File: config.mk
export PLATFORM = sky130hd
export DESIGN_NAME = q_frag_pipe
export DESIGN_NICKNAME = d
export VERILOG_FILES = /design/src/rtl/q_frag_pipe.sv
export SDC_FILE = /design/constraint.sdc
export NUM_CORES = 1
export LEC_CHECK = 0
export ABC_AREA = 0
export ABC_CLOCK_PERIOD_IN_PS = 1450
export CAP_MARGIN = 0
export CORE_AREA = 3 3 40 42
export CTS_BUF_LIST = sky130_fd_sc_hd__clkbuf_8
export CTS_CLUSTER_DIAMETER = 60
export DETAILED_ROUTE_END_ITERATION = 10
export DIE_AREA = 0 0 43 45
export MAX_ROUTING_LAYER = met4
export PLACE_DENSITY = 0.68
export SETUP_SLACK_MARGIN = 0.1
export SLEW_MARGIN = 20
export SYNTH_ARGS = -nofsm -noshare
export SYNTH_HDL_FRONTEND = slang
export SYNTH_SLANG_ARGS = --single-unit
File: constraint.sdc
create_clock -name QCK -period 1.45 [get_ports QCK]
set_input_delay 0.2175 -clock QCK [delete_from_list [all_inputs] [get_ports QCK]]
set_output_delay 0.2175 -clock QCK [all_outputs]
set_load 0.02 [all_outputs]
File: src/rtl/q_frag_pipe.sv
// q_frag_pipe: WIDTH-channel, DEPTH-stage Q_FRAG register chain with sync reset/set, stall enable and fill flag.
module q_frag_pipe #(
  parameter int WIDTH = 4,
  parameter int DEPTH = 2,
  parameter     MODE  = "INT"
) (
  input  logic             QCK,
  input  logic             QRT,
  input  logic             QST,
  input  logic             QEN,
  input  logic [WIDTH-1:0] CZI,
  input  logic [WIDTH-1:0] QDI,
  input  logic [WIDTH-1:0] QDS,
  output logic [WIDTH-1:0] QZ,
  output logic             QZV
);
  localparam int FW = $clog2(DEPTH + 1);
  localparam logic [FW-1:0] FULL = FW'(DEPTH);
  logic [WIDTH-1:0] stage [DEPTH];
  logic [FW-1:0]    fill;
  logic [WIDTH-1:0] sel;
  logic [WIDTH-1:0] d;
  generate
    if (MODE == "INT")      assign sel = '0;
    else if (MODE == "EXT") assign sel = '1;
    else if (MODE == "DYN") assign sel = QDS;
    else                    $error("q_frag_pipe: MODE must be INT, EXT or DYN");
  endgenerate
  // a single per-bit mux keeps all inputs live; the static modes fold sel to a constant
  assign d = (sel & QDI) | (~sel & CZI);
  always_ff @(posedge QCK) begin
    if (QRT) begin
      for (int k = 0; k < DEPTH; k++) stage[k] <= '0;
      fill <= '0;
    end else if (QST) begin
      for (int k = 0; k < DEPTH; k++) stage[k] <= '1;
      fill <= FULL;
    end else if (QEN) begin
      stage[0] <= d;
      for (int k = 1; k < DEPTH; k++) stage[k] <= stage[k-1];
      fill <= (fill == FULL) ? fill : fill + 1'b1;
    end
  end
  assign QZ  = stage[DEPTH-1];
  assign QZV = (fill == FULL);
endmodule
==> results.json <==
{
  "critPathKind": "flop to output port",
  "routedWlPerCell_um": 10.5,
  "dieArea_um2": 1940,
  "startpoint_type": "flop",
  "hold_buffers": 0,
  "io_buffers": 12,
  "synth_edf_count": 8,
  "vias": 322,
  "dpl_cell_area_um2": 582,
  "place.gp.congestion": 0.650,
  "post-cts-setup-buffers": 0,
  "grt_max_degree": 12,
  "finalHoldViolCount": 0,
  "placed_cells": 65,
  "clockBufferDepth": 2,
  "worstSetupStartpoint": "fill[1]",
  "die_w_um": 43,
  "antenna_found_initial": 0,
  "drive_gt1_frac": 0.148,
  "synth_top_area_frac": 0.526,
  "track_usage": 0.0896,
  "slew_headroom": 0.790,
  "layoutNonFillerInstCount": 69,
  "stdcell_area_um2": 621,
  "ys.flop_type": "edfxtp_1",
  "drtAntennaViolNets": 0,
  "drt-total-wl_um": 727,
  "max_freq_ghz": 0.788,
  "clockRootBuffer": "clkbuf_8",
  "drc": 0,
  "rsz0062_at_grt": "no",
  "diodes": 0,
  "synth_common_cells": "a21oi_1 (8), edfxtp_1 (8), nor2_1 (8), buf_4 (4)",
  "cts_buffers": 3,
  "power_density_nw_per_um2": 1180,
  "whs_path_depth": 2,
  "dp_hpwl_um": 508,
  "grt_overflow": 0,
  "core_area_um2": 1280,
  "syn_avg_cell_area_um2": 11.1,
  "vias_per_cell": 4.67,
  "num_rows": 13,
  "multi_input_area_um2": 133,
  "crit_arrival_ns": 1.05,
  "area_delta_synth_final_pct": 35.9,
  "path_max_fanout": 4,
  "synthArstFlopShare": 0,
  "initialDrtViolationCount": 1,
  "num-fill-cells": 131,
  "r2r_slack_ns": 0.47,
  "io-pin-count": 21,
  "register_area_um2": 280,
  "endpoint_kind": "output port",
  "nets": 71,
  "clock_skew_ns": 0.000249,
  "post-route-period-util": 0.875,
  "clock_sinks": 10,
  "timing.rr.end": "fill[0]",
  "post_cts_resized": 5,
  "die_h_um": 45,
  "synth_nets": 57,
  "grt_pass1_wl_um": 1120,
  "synthDistinctLibCells": 15,
  "first_pass_iters": 2,
  "cp_data_required_time_ns": 1.23,
  "drv_cap": 0,
  "grt_pass1_vias": 287,
  "initial_core_util": 0.355,
  "clkTransAtPathRegs_ns": 0.05,
  "htree_levels": 1,
  "syn_inst": 41,
  "period_minus_slack_ns": 1.27,
  "status": "finished clean",
  "max_stage_delay_ns": 0.35,
  "clk_latency_ns": 0.23,
  "synth_top_cells_by_area": "edfxtp_1 (53%), a21oi_1 (8.8%), dfxtp_1 (8.8%)",
  "syn_area_um2": 457,
  "crit_slowest_cell": "dfxtp_1",
  "final-setup-viol-count": 0,
  "hold_class": "flop to flop",
  "min-delay-start": "fill[0]",
  "vdd_ir_drop_max_mv": 0.517,
  "whs_endpoint": "fill[0]",
  "synth_warnings": 0,
  "cts_tree": "built",
  "synth_top_area_cell": "edfxtp_1",
  "report.final.slew_viol_count": 0,
  "leakagePower_nw": 0.257,
  "reg2reg_depth": 2,
  "synth_seq_cells": 10,
  "seq_area_frac_synth": 0.614,
  "crit_chain": "nor2b_1 -> dlygate4sd2_1",
  "r2r_start": "fill[0]",
  "worst_pin_slew_ns": 0.314
}
==> sequential cells by signal (all words and copies together), names as in the netlist <==
name,flops
fill,2
stage,8
==> logic make-up (layout without fill, tap and decap cells) <==
logic type	Yosys count	count (layout)	share of synthesized area
DFF	10	10	0.614
buffers and inverters	7	20	0.0959
and+or+nand+nor	14	14	0.159
AOI/OAI and AO/OA	10	10	0.132
==> metrics by stage <==
stage               hold WS, ns  power [mW]  setup WS, ns  setup TNS (ns)   util
floorplan                 0.424       0.413         0.360               0      -
global placement          0.530       0.453       -0.0121         -0.0959  0.453
detailed placement        0.543       0.456       -0.0366          -0.292  0.453
CTS                       0.551       0.740         0.169               0  0.483
global route              0.570       0.764         0.124               0  0.483
finish                    0.548       0.732         0.181               0  0.483
==> where the power goes <==
group | internal, mW | switching [mW] | leakage [nW]
logic | 0.0481 | 0.0480 | 0.126
registers | 0.337 | 0.00732 | 0.104
clock network | 0.185 | 0.106 | 0.0269
==> worst max-delay path by stage <==
stage,end,slack [ns],cells past startpoint
floorplan,stage[0][0],0.36,2
global placement,stage[0][5],-0.01,2
detailed placement,stage[0][5],-0.04,2
CTS,QZV,0.17,2
global route,QZV,0.12,2
finish,QZV,0.18,2
==> cells in the final DEF (no fill, tap or decap) <==
master           n
or3b_1           1
or3_1            1
inv_1            1
a211oi_2         1
clkdlybuf4s50_1  7
a211oi_1         1
nand2b_1         1
buf_4            4
nor2b_1          1
clkbuf_8         3
dlygate4sd2_1    5
nor2_1           8
edfxtp_1         8
nor3_1           1
dfxtp_1          2
a21oi_1          8
and4b_1          1
==> critical path: cells and delay by family, from the launching register on <==
| family | cells | cell delay, ns |
|---|---|---|
| AND/OR/NAND/NOR | 1 | 0.13 |
| buffers and inverters | 1 | 0.33 |
| flip-flops | 1 | 0.35 |
==> area by class of cell <==
| type | count | share of cell area |
|---|---|---|
| Timing Repair Buffer | 16 | 0.232 |
| Multi-Input combinational cell | 24 | 0.214 |
| Clock buffer | 3 | 0.0665 |
| Tap cell | 15 | 0.0302 |
| Clock inverter | 1 | 0.00605 |
| Sequential cell | 10 | 0.452 |
==> layer usage <==
metal	share of wire	track usage	wire length [um]	vias to the layer above
li1	-	-	-	167
met1	0.40	0.0777	288	138
met2	0.48	0.144	352	13
met3	0.078	0.0359	57	4
met4	0.037	0.0904	27	0
met5	0	-	0	-
Power figures use the tool's default switching activity.
